## src/rtl/carfield_reg_demux.sv

```systemverilog
`default_nettype none
`timescale 1ns/1ps
// ============================================================================
// Module   : carfield_reg_demux
// Brief    : Register-bus demultiplexer. Decodes the host address against an
//            address map, forwards the request to one slave and returns its
//            response. The optional slave-wait timeout is compiled in with the
//            macro CARFIELD_REG_DEMUX_TIMEOUT_EN.
// Revision : 1.0 - initial release
// ============================================================================
module carfield_reg_demux #(
  parameter int unsigned NumSlv        = 4,
  parameter int unsigned AddrWidth     = 48,
  parameter int unsigned DataWidth     = 32,
  parameter int unsigned TimeoutCycles = 255
) (
  input  logic                          clk_i,
  input  logic                          rst_i,
  input  logic [NumSlv*AddrWidth-1:0]   map_start_i,
  input  logic [NumSlv*AddrWidth-1:0]   map_end_i,
  input  logic                          host_valid_i,
  input  logic                          host_write_i,
  input  logic [AddrWidth-1:0]          host_addr_i,
  input  logic [DataWidth-1:0]          host_wdata_i,
  input  logic [DataWidth/8-1:0]        host_wstrb_i,
  output logic                          host_ready_o,
  output logic [DataWidth-1:0]          host_rdata_o,
  output logic                          host_error_o,
  output logic [NumSlv-1:0]             slv_valid_o,
  output logic                          slv_write_o,
  output logic [AddrWidth-1:0]          slv_addr_o,
  output logic [DataWidth-1:0]          slv_wdata_o,
  output logic [DataWidth/8-1:0]        slv_wstrb_o,
  input  logic [NumSlv-1:0]             slv_ready_i,
  input  logic [NumSlv*DataWidth-1:0]   slv_rdata_i,
  input  logic [NumSlv-1:0]             slv_error_i,
  output logic                          busy_o,
  output logic [15:0]                   miss_cnt_o
);

  localparam int unsigned c_STRB_W = DataWidth / 8;
  localparam int unsigned c_IDX_W  = (NumSlv > 1) ? $clog2(NumSlv) : 1;

  localparam logic [1:0] c_IDLE = 2'd0;
  localparam logic [1:0] c_FWD  = 2'd1;
  localparam logic [1:0] c_RESP = 2'd2;

  logic [1:0]           r_state;
  logic [1:0]           w_state_nxt;
  logic [c_IDX_W-1:0]   r_idx;
  logic [AddrWidth-1:0] r_addr;
  logic                 r_write;
  logic [DataWidth-1:0] r_wdata;
  logic [c_STRB_W-1:0]  r_wstrb;
  logic [DataWidth-1:0] r_rdata;
  logic                 r_error;
  logic [15:0]          r_miss_cnt;

  logic                 w_hit;
  logic [c_IDX_W-1:0]   w_hit_idx;
  logic                 w_sel_ready;
  logic [DataWidth-1:0] w_sel_rdata;
  logic                 w_sel_error;
  logic                 w_timeout;
  logic                 w_resp;

  // Descending scan so the lowest matching rule is the last one written.
  always_comb begin
    w_hit     = 1'b0;
    w_hit_idx = '0;
    for (int i = NumSlv - 1; i >= 0; i--) begin
      if ((map_start_i[i*AddrWidth +: AddrWidth] <= host_addr_i) &&
          (host_addr_i < map_end_i[i*AddrWidth +: AddrWidth])) begin
        w_hit     = 1'b1;
        w_hit_idx = c_IDX_W'(i);
      end
    end
  end

  always_comb begin
    w_sel_ready = 1'b0;
    w_sel_rdata = '0;
    w_sel_error = 1'b0;
    for (int i = 0; i < NumSlv; i++) begin
      if (r_idx == c_IDX_W'(i)) begin
        w_sel_ready = slv_ready_i[i];
        w_sel_rdata = slv_rdata_i[i*DataWidth +: DataWidth];
        w_sel_error = slv_error_i[i];
      end
    end
  end

`ifdef CARFIELD_REG_DEMUX_TIMEOUT_EN
  localparam int unsigned c_WAIT_W = (TimeoutCycles > 0) ? $clog2(TimeoutCycles + 1) : 1;
  localparam logic [c_WAIT_W-1:0] c_TIMEOUT = c_WAIT_W'(TimeoutCycles);

  logic [c_WAIT_W-1:0] r_wait;
  logic [c_WAIT_W-1:0] w_wait_inc;

  assign w_wait_inc = r_wait + 1'b1;
  // Fires on the cycle the count would reach the limit, so valid stays up for exactly TimeoutCycles.
  assign w_timeout  = (r_state == c_FWD) && !w_sel_ready && (w_wait_inc == c_TIMEOUT);

  always_ff @(posedge clk_i or posedge rst_i) begin
    if (rst_i) begin
      r_wait <= '0;
    end else if (r_state == c_IDLE) begin
      r_wait <= '0;
    end else if ((r_state == c_FWD) && !w_sel_ready) begin
      r_wait <= w_wait_inc;
    end
  end
`else
  assign w_timeout = 1'b0;
`endif

  always_ff @(posedge clk_i or posedge rst_i) begin
    if (rst_i) begin
      r_state <= c_IDLE;
    end else begin
      r_state <= w_state_nxt;
    end
  end

  always_comb begin
    w_state_nxt = r_state;
    case (r_state)
      c_IDLE:  if (host_valid_i) w_state_nxt = w_hit ? c_FWD : c_RESP;
      c_FWD:   if (w_sel_ready || w_timeout) w_state_nxt = c_RESP;
      c_RESP:  w_state_nxt = c_IDLE;
      default: w_state_nxt = c_IDLE;
    endcase
  end

  always_ff @(posedge clk_i or posedge rst_i) begin
    if (rst_i) begin
      r_idx      <= '0;
      r_addr     <= '0;
      r_write    <= 1'b0;
      r_wdata    <= '0;
      r_wstrb    <= '0;
      r_rdata    <= '0;
      r_error    <= 1'b0;
      r_miss_cnt <= '0;
    end else begin
      case (r_state)
        c_IDLE: begin
          if (host_valid_i) begin
            r_idx   <= w_hit_idx;
            r_addr  <= host_addr_i;
            r_write <= host_write_i;
            r_wdata <= host_wdata_i;
            r_wstrb <= host_wstrb_i;
            r_rdata <= '0;
            r_error <= !w_hit;
            if (!w_hit && (r_miss_cnt != 16'hFFFF)) begin
              r_miss_cnt <= r_miss_cnt + 16'd1;
            end
          end
        end
        c_FWD: begin
          if (w_sel_ready) begin
            r_rdata <= r_write ? '0 : w_sel_rdata;
            r_error <= w_sel_error;
          end else if (w_timeout) begin
            r_rdata <= '0;
            r_error <= 1'b1;
          end
        end
        default: ;
      endcase
    end
  end

  assign w_resp = (r_state == c_RESP);

  always_comb begin
    slv_valid_o = '0;
    for (int i = 0; i < NumSlv; i++) begin
      slv_valid_o[i] = (r_state == c_FWD) && (r_idx == c_IDX_W'(i));
    end
    host_ready_o = w_resp;
    host_rdata_o = w_resp ? r_rdata : '0;
    host_error_o = w_resp & r_error;
    busy_o       = (r_state != c_IDLE);
  end

  assign slv_write_o = r_write;
  assign slv_addr_o  = r_addr;
  assign slv_wdata_o = r_wdata;
  assign slv_wstrb_o = r_wstrb;
  assign miss_cnt_o  = r_miss_cnt;

endmodule
`default_nettype wire

```

## config.mk

```make
export PLATFORM = sky130hd
export DESIGN_NAME = carfield_reg_demux
export DESIGN_NICKNAME = d
export VERILOG_FILES = /design/src/rtl/carfield_reg_demux.sv
export SDC_FILE = /design/constraint.sdc
export NUM_CORES = 1
export LEC_CHECK = 0
export ABC_AREA = 1
export CAP_MARGIN = 20
export CELL_PAD_IN_SITES_DETAIL_PLACEMENT = 0
export CELL_PAD_IN_SITES_GLOBAL_PLACEMENT = 1
export CORE_AREA = 4 4 287 289
export CTS_CLUSTER_DIAMETER = 120
export DETAILED_ROUTE_END_ITERATION = 8
export DIE_AREA = 0 0 291 293
export PLACE_DENSITY_LB_ADDON = 0.1
export RECOVER_POWER = 100
export SLEW_MARGIN = 0
export SYNTH_ARGS = -nofsm -noshare
export SYNTH_HDL_FRONTEND = slang
export SYNTH_SLANG_ARGS = --single-unit
```

## constraint.sdc

```tcl
create_clock -name clk_i -period 5.9 [get_ports clk_i]
set_input_delay 0.885 -clock clk_i [delete_from_list [all_inputs] [get_ports clk_i]]
set_output_delay 0.885 -clock clk_i [all_outputs]
set_load 0.01 [all_outputs]
```

==> Word level (Yosys, flattened, before mapping) <==
Index checks and enable logic that the tools add are counted.
{ "totals": {"reg_bits": 138, "input_bits": 608, "out_inout_bits": 140, "word_cells": 77} }
{ "op_classes": {"addsub": 1, "order_cmp": 8, "eq_ne": 8, "n_mux": 32, "n_bitwise": 1, "reduce_logical": 18} }
{ "ops": {"columns": ["cell", "n"], "rows": [
  ["$mux 32", 8],
  ["$le 48x48->1", 4],
  ["$lt 48x48->1", 4],
  ["$pmux 32 s2", 1],
  ["$add 16x1->16 const B", 1],
  ["$ne 16x16->1 const B", 1],
  ["$mux 1", 14],
  ["$mux 2", 7],
  ["$logic_and 1x1->1", 9],
  ["$eq 2x2->1 const B", 3],
  ["$reduce_and 3->1", 2],
  ["$eq 2x1->1 const B", 2],
  ["$logic_not 2->1", 2],
  ["$ne 2x2->1 const B", 2],
  ["$pmux 2 s2", 1],
  ["$reduce_and 2->1", 2],
  ["$reduce_bool 2->1", 2],
  ["$pmux 1 s2", 1],
  ["$and 1x1->1", 1],
  ["$logic_not 1->1", 1]
]} }

==> Longest topological paths before layout <==
Gate-level depths: netlist (run 1).
{ "logic_depth": {"word_depth": 9, "mapped_depth": 21, "ltp_nobuf": 20} }

==> Worst setup path after synthesis (run 1) <==
No wires, ideal clock.
{ "synth_path": {"kind": "input to register", "start": "input host_addr_i[47]", "end": "register r_miss_cnt[11], in the netlist miss_cnt_o[11]", "setup_ns": 0.117, "t_arrival_ns": 2.544, "required_ns": 5.783, "slack_ns": 3.239, "stages": 17, "n_path_buf": 1, "path_cell_list": "inv_1 > ha_1 > nand2_1 > nor2_2 > and2_2 > nand2_2 > nor3_2 > nand2_1 > nand3_2 > nand2_2 > nand2_2 > nand2_2 > nor2_4 > nand2_4 > buf_6 > nand2_1 > nand2_1"} }
{ "synth_between": {"elab_chain_len": 9, "word_cells_on_any_way": 19, "cone_classes": "order compare (8); mux (4); reduce/logical (7)"} }
{ "synth_rtl": {"columns": ["element", "line_no", "text"], "rows": [
  ["start: declaration", "23", "input logic [AddrWidth-1:0] host_addr_i,"],
  ["$le 48x48->1 or $lt 48x48->1 (tied branches)", "72, 73", null],
  ["$logic_and 1x1->1", "72", "if ((map_start_i[i*AddrWidth +: AddrWidth] <= host_addr_i) &&"],
  ["$mux 1 (3 in series)", "72", null],
  ["$mux 1 (*)", "72", null],
  ["$logic_not 1->1 (*)", "156", "if (!w_hit && (r_miss_cnt != 16'hFFFF)) begin"],
  ["$logic_and 1x1->1 (*)", "156", null],
  ["$reduce_and 3->1 (no source line) (*)", null, null],
  ["end signal: assignment", "157", "r_miss_cnt <= r_miss_cnt + 16'd1;"],
  ["end: declaration", "57", "logic [15:0] r_miss_cnt;"]
]} }
Mark *: on every way between the ends. The rest lies on a longest branch, timed or not.
A chain may end at the register's enable or synchronous reset.

==> Worst setup path after layout (run 1) <==
{ "layout_path": {"start": "input host_addr_i[15]", "end": "register r_miss_cnt[2], in the netlist miss_cnt_o[2]"} }
The elaborated chain is that of the path after synthesis.

==> reports/qor.csv, run 1 <==
stage;metric;value;unit
global_route;grt_max_degree;92;
critical_path;cp_slowest_cell;nor4_1;
global_route;grt_first_pass_wirelength;124000;um
global_route;busiest_layer;met2;
logic_synthesis;ys_ff_latch;138;
placement;numPlacedInstances;4097;
timing;final.setup_skew;0.0170;ns
critical_path;critPathKind;in2reg;
critical_path;cp_cell_sequence;dlygate4sd3_1 > inv_1 > ha_1 > nand2_1 > nor4_1 > nand2_1 > nand2_1 > nand2_1 > nand3_1 > a21oi_1 > nor2_4 > nand2_1 > nand2_1 > nand2_1;
timing;setup_slack;1.26;ns
die;rows;104;
logic_synthesis;ys_warn_count;0;
logic_synthesis;ys_types;40;
die;fp.dieArea;85300;sq um
critical_path;critPathTopFamily;simple AND/OR/NAND/NOR gates;
critical_path;startpoint_type;input pin;
critical_path;cp.arrival;4.97;ns
timing;setup_viol;0;
logic_synthesis;synth_cells;2331;
power_and_ir_drop;p_int;3.42;mW
timing;hold_viol;0;
drt;drc;0;
timing;min_period;4.64;ns
timing;worstMarginPinSlew;1.83;ns
timing;slew-limit-headroom;-0.222;
outcome;violations;capacitance limit, slew limit;
finish;layout_commonest_cell;nand2_1;
power_and_ir_drop;finalPower;6.01;mW
drt;drt_wl_total;86300;um
job;cap_violations;4;
power_and_ir_drop;power_frac_clock;0.196;
clock_network;clk_latency;0.45;ns
critical_path;worst-path-buf-inv;2;
power_and_ir_drop;p_sw_frac;0.431;
power_and_ir_drop;leakagePower;12.8;nW
clock_network;cts.sinks;138;
timing;finalMaxSlewViolations;219;
timing;max_freq;215;MHz
clock_network;cts_max_level;4;
placement;gp_congestion;0.853;
timing;rsz0062_at_grt;no;
placement;hpwl;75700;um
global_route;met2_usage;0.367;
logic_synthesis;mappedNetlistArea;16200;sq um
power_and_ir_drop;vdd_drop_max;0.179;mV
die;dieHeight;293;um
clock_network;cts_tree;done;
finish;layout-drive-gt1-share;0.0225;
clock_network;cts.path.max_buffers;2;
drt;ant_nets;0;
global_route;grt_usage;0.195;
drt;drt-initial-drc-count;668;
drt;vias_per_cell;4.34;
placement;place_ws;1.12;ns
critical_path;cpMostUsedCell;nand2_1;
drt;drt-wirelength-per-cell;20.9;um
finish;fin_cells;4134;
timing;fin_crit_sh;0.787;
critical_path;cp_data_required_time;6.23;ns
die;ios;748;
die;core_area;79900;sq um
logic_synthesis;yosysSeqAreaShare;0.214;
clock_network;cts_setup_buffers;0;
clock_network;hold_buffers;0;
hold_path;min_path_type;reg2reg;
global_route;grt_pass1_vias;18500;
finish;final_cell_mix;nand2_1 (624), clkdlybuf4s50_1 (605), inv_1 (383);
clock_network;cts_buffers;17;
drt;routed-via-count;17900;
critical_path;crit_fanout;19;
global_route;met1_usage;0.228;
clock_network;cts-root-buf;clkbuf_16;
logic_synthesis;synth_fp_nets;3320;
power_and_ir_drop;power_frac_seq;0.266;
clock_network;cts.repair.resized;0;
timing;setup_tns;0;ns
finish;syn2layout_area_growth;57.4;%
global_route;overflow;0;
clock_network;clk_pin_slew;0.07;ns
power_and_ir_drop;switchingPower;2.59;mW
finish;layout.nets;4045;
logic_synthesis;avgSynthCellArea;6.93;sq um
drt;firstDrtPassIters;5;
die;initial_utilization;0.202;
power_and_ir_drop;p_comb_frac;0.538;
global_route;antenna_found_initial;25;
critical_path;cp-end-kind;flop;
global_route;use_met3;0.0505;
die;die_w;291;um
outcome;outcome;finished with violations;
finish;final_core_util;0.318;
power_and_ir_drop;power_density;236;nW/um^2
critical_path;slowest_delay;0.89;ns
placement;io_buffers;747;
-- logic make-up after synthesis --
kind of cell | share of synthesized area
AND/OR/NAND/NOR | 0.241
buffers and inverters | 0.104
AO/OA/AOI/OAI | 0.140
adder cells (fa/ha/maj) | 0.295
flip-flops | 0.214
XOR/XNOR | 0.00759
-- metrics by stage --
| step | cell area (sq um) | hold WS [ns] |
|---|---|---|
| 4_1_cts | 25500 | 0.478 |
| 6_report | 25400 | 0.466 |
| 3_5_place_dp | 24800 | 0.459 |
| 2_1_floorplan | 16200 | 0.453 |
| 3_3_place_gp | 24800 | 0.453 |
| 5_1_grt | 25400 | 0.496 |
-- registers in the layout, indices dropped and copies added, names as in the netlist --
register / flops
r_rdata: 32
slv_wdata_o: 32
r_state: 2
slv_write_o: 1
r_error: 1
slv_addr_o: 48
miss_cnt_o: 16
r_idx: 2
slv_wstrb_o: 4
-- power by group through the flow --
stage	Sequential, mW	Combinational (mW)	Clock (mW)
floorplan	1.70	1.51	0
global placement	1.62	3.42	0
detailed placement	1.63	3.44	0
CTS	1.62	3.45	1.23
global route	1.66	3.62	1.25
finish	1.60	3.23	1.18
-- worst min-delay path, delay by kind of cell, from the launching register on --
kind	cells	cell delay (ns)
flip-flops	1	0.34
AND/OR/NAND/NOR	2	0.10
-- Yosys cell counts --
| master | instances | area (sq um) |
|---|---|---|
| a211oi_1 | 1 | 7.51 |
| a21o_1 | 9 | 67.6 |
| a21oi_1 | 178 | 891 |
| a21oi_2 | 1 | 8.76 |
| a221oi_1 | 1 | 8.76 |
| a31oi_1 | 2 | 12.5 |
| and2_2 | 1 | 7.51 |
| buf_1 | 3 | 11.3 |
| buf_2 | 2 | 10.0 |
| buf_4 | 2 | 15.0 |
| buf_6 | 1 | 11.3 |
| clkbuf_1 | 43 | 161 |
| clkinv_1 | 3 | 11.3 |
| dfrtp_1 | 138 | 3450 |
| ha_1 | 381 | 4770 |
| inv_1 | 383 | 1440 |
| inv_2 | 5 | 18.8 |
| nand2_1 | 623 | 2340 |
| nand2_2 | 8 | 50.1 |
| nand2_4 | 1 | 11.3 |
| nand3_1 | 93 | 465 |
| nand3_2 | 2 | 20.0 |
| nand3b_1 | 3 | 22.5 |
| nand4_1 | 33 | 206 |
| nor2_1 | 148 | 556 |
| nor2_2 | 6 | 37.5 |
| nor2_4 | 2 | 22.5 |
| nor3_1 | 16 | 80.1 |
| nor3_2 | 2 | 20.0 |
| nor4_1 | 6 | 37.5 |
| nor4_2 | 1 | 12.5 |
| o2111ai_1 | 14 | 123 |
| o211ai_1 | 19 | 143 |
| o21a_1 | 16 | 120 |
| o21ai_0 | 132 | 661 |
| o21ai_1 | 22 | 110 |
| o21bai_1 | 2 | 15.0 |
| o22ai_1 | 14 | 87.6 |
| xnor2_1 | 3 | 26.3 |
| xor2_1 | 11 | 96.3 |
-- layout make-up --
type	instances	area, sq um
multi-input cells	1751	11000
fillers	8638	54500
inverters	391	1470
clock inverters	14	183
clock buffers	17	425
flip-flops and latches	138	3450
diodes	6	15.0
repair buffers	757	7540
well taps	1060	1330
-- per-layer routing --
metal  part of all wire  vias up
li1                   -     9144
met1               0.41     8249
met2               0.52      436
met3              0.060       65
met4             0.0087       34
met5             0.0023        -
-- worst paths after layout --
check	start	to	slack, ns	depth (start not counted)
worst max-delay path	host_addr_i[15]	miss_cnt_o[2]	1.26	14
worst min-delay path	slv_wdata_o[0]	slv_wdata_o[0]	0.47	2
worst max register to register	r_state[1]	slv_addr_o[38]	2.10	6
worst min register to register	slv_wdata_o[0]	slv_wdata_o[0]	0.47	2
max in group asynchronous	rst_i	slv_addr_o[46]	2.35	3
min in group asynchronous	rst_i	slv_wdata_o[31]	1.32	2
Note: power is estimated with default switching activity, not from simulation.
==> inputs of run 2 (changes only) <==
--- a/config.mk
+++ b/config.mk
@@ -9,10 +9,10 @@
 export CAP_MARGIN = 20
 export CELL_PAD_IN_SITES_DETAIL_PLACEMENT = 0
 export CELL_PAD_IN_SITES_GLOBAL_PLACEMENT = 1
-export CORE_AREA = 4 4 287 289
+export CORE_AREA = 4 4 286 288
 export CTS_CLUSTER_DIAMETER = 120
 export DETAILED_ROUTE_END_ITERATION = 8
-export DIE_AREA = 0 0 291 293
+export DIE_AREA = 0 0 290 292
 export PLACE_DENSITY_LB_ADDON = 0.1
 export RECOVER_POWER = 100
 export SLEW_MARGIN = 0
==> constraint.sdc (replaced) <==
create_clock -name clk_i -period 4.1 [get_ports clk_i]
set_input_delay 0.615 -clock clk_i [delete_from_list [all_inputs] [get_ports clk_i]]
set_output_delay 0.615 -clock clk_i [all_outputs]
set_load 0.01 [all_outputs]
==> reports/qor.csv, run 2 (synthesized netlist as in run 1, its figures left out) <==
stage;metric;value;unit;change
global_route;met2_usage;0.377;;+0.00977
global_route;overflow;0;;unchanged
global_route;grt_usage;0.201;;+0.00596
global_route;met1_usage;0.232;;+0.00402
die;die_w;290;um;-0.34%
power_and_ir_drop;leakagePower;12.9;nW;+0.93%
die;core_area;78900;sq um;-1.3%
power_and_ir_drop;power_density;342;nW/um^2;+45%
finish;final_cell_mix;nand2_1 (624), clkdlybuf4s50_1 (607), inv_1 (383);;
finish;final_core_util;0.325;;+0.00681
clock_network;clk_pin_slew;0.06;ns;about the same
critical_path;cp-end-kind;flop;;
timing;final.setup_skew;0.00709;ns;-0.00989 ns
finish;multiInputGateArea;11000;sq um;about the same
global_route;grt_first_pass_wirelength;128000;um;+2.5%
drt;drc;0;;unchanged
timing;max_freq;284;MHz;
hold_path;min_path_type;reg2reg;;
global_route;grt_max_degree;110;;+20%
placement;hpwl;77900;um;+3.0%
timing;rsz0062_at_grt;no;;
outcome;outcome;finished with violations;;
power_and_ir_drop;finalPower;8.77;mW;+46%
finish;regArea;3450;sq um;unchanged
drt;ant_nets;0;;unchanged
global_route;busiest_layer;met2;;
placement;gp_congestion;0.888;;+4.2%
clock_network;hold_buffers;0;;unchanged
critical_path;cp_cell_sequence;dlygate4sd3_1 > ha_1 > nand2_1 > nor2_1 > nand4_1 > nor2_1 > nand3_1 > nor2_1 > a21oi_1 > nand2_2 > nand2_2 > nor2_4 > nand2_4 > nand2_1 > nand2_1;;
critical_path;critPathKind;in2reg;;
clock_network;cts_buffers;17;;unchanged
global_route;use_met3;0.0501;;-0.000370
clock_network;cts.path.max_buffers;2;;unchanged
finish;syn2layout_area_growth;58.7;%;
critical_path;cp_slowest_cell;dlygate4sd3_1;;
drt;drt-wirelength-per-cell;21.2;um;+1.5%
global_route;antenna_found_initial;33;;+32%
finish;largest_register_ffs;48;;unchanged
die;fp.dieArea;84700;sq um;-0.68%
placement;io_buffers;747;;unchanged
timing;fin_crit_sh;0.860;;
clock_network;cts_tree;done;;
critical_path;startpoint_type;input pin;;
timing;slew-limit-headroom;-0.407;;-0.185
die;dieHeight;292;um;-0.34%
die;rows;103;;-0.96%
clock_network;cts.sinks;138;;unchanged
die;initial_utilization;0.205;;+0.00263
clock_network;cts-root-buf;clkbuf_16;;
global_route;grt_pass1_vias;19000;;+2.8%
finish;fillers;8538;;-1.2%
critical_path;worst-path-buf-inv;1;;-1
clock_network;cts.repair.resized;0;;unchanged
critical_path;slowest_delay;0.66;ns;-0.23 ns
power_and_ir_drop;vdd_drop_max;0.179;mV;about the same
clock_network;cts_max_level;4;;unchanged
timing;setup_viol;0;;unchanged
timing;hold_viol;0;;unchanged
outcome;violations;capacitance limit, slew limit;;
finish;layout_commonest_cell;nand2_1;;
critical_path;critPathTopFamily;simple AND/OR/NAND/NOR gates;;
drt;drt-initial-drc-count;737;;+10%
finish;layout.nets;4068;;+0.57%
timing;finalMaxSlewViolations;199;;-9.1%
timing;setup_tns;0;ns;unchanged
drt;drt_wl_total;88100;um;+2.1%
critical_path;cp_data_required_time;4.44;ns;-1.79 ns
drt;routed-via-count;18200;;+1.2%
clock_network;clk_latency;0.45;ns;about the same
critical_path;crit_fanout;19;;unchanged
timing;worstMarginPinSlew;2.11;ns;+0.277 ns
critical_path;cp.arrival;3.87;ns;-1.10 ns
job;cap_violations;4;;unchanged
clock_network;cts_setup_buffers;0;;unchanged
die;ios;748;;unchanged
drt;vias_per_cell;4.37;;+0.65%
timing;min_period;3.52;ns;
drt;firstDrtPassIters;7;;+2
finish;layout-drive-gt1-share;0.0288;;+0.00629
==> run 2: cell types whose count changed in the layout (fill, tap and decap cells not counted), sizes merged <==
cell	change
bufinv	+1
clkinvlp	+1
dlygate4sd3	-2
clkbuf	+7
clkdlybuf4s50	+2
clkinv	-2
buf	+17
diode	+10
==> run 2: per-layer routing <==
layer	vias to the layer above	wire length [um]
met4	28	1070
met5	-	181
met3	74	4930
met1	8390	36400
li1	9196	-
met2	462	45600
==> run 2: area by class of cell <==
type,count,area share
multi-input combinational,1751,0.430
timing repair buffer,780,0.300
sequential,138,0.135
inverter,391,0.0573
tap,1050,0.0512
clock buffer,18,0.0171
clock inverter,14,0.00805
antenna,16,0.00156
==> run 2: power breakdown <==
group          total (mW)  switching (mW)  internal, mW
clock network        1.76           0.710          1.05
logic                4.72            2.70          2.03
registers            2.28           0.331          1.95
==> run 2: per-stage QoR <==
stage	hold WS, ns	cell area (sq um)	worst slack [ns]	cells
after floorplan	0.453	16200	1.71	2331
after global placement	0.455	25000	0.168	4109
after detailed placement	0.458	25000	0.136	4109
after CTS	0.474	25700	0.624	4141
after global routing	0.494	25600	0.194	4152
final	0.465	25700	0.575	4158
==> run 2: worst paths after layout <==
path	end	slack [ns]	startpoint	cells past startpoint
max	miss_cnt_o[4]	0.58	host_addr_i[47]	15
min	slv_wdata_o[20]	0.46	slv_wdata_o[20]	2
max reg2reg	r_rdata[14]	0.71	r_idx[1]	9
min reg2reg	slv_wdata_o[20]	0.46	slv_wdata_o[20]	2
max in group asynchronous	slv_addr_o[44]	0.77	rst_i	3
min in group asynchronous	slv_wdata_o[24]	1.10	rst_i	2
==> run 2: tightest hold or removal path, cell delays in order, from the launching register on <==
cell and delay (ns):
dfrtp_1 0.34, nand2_1 0.05, nand2_1 0.05
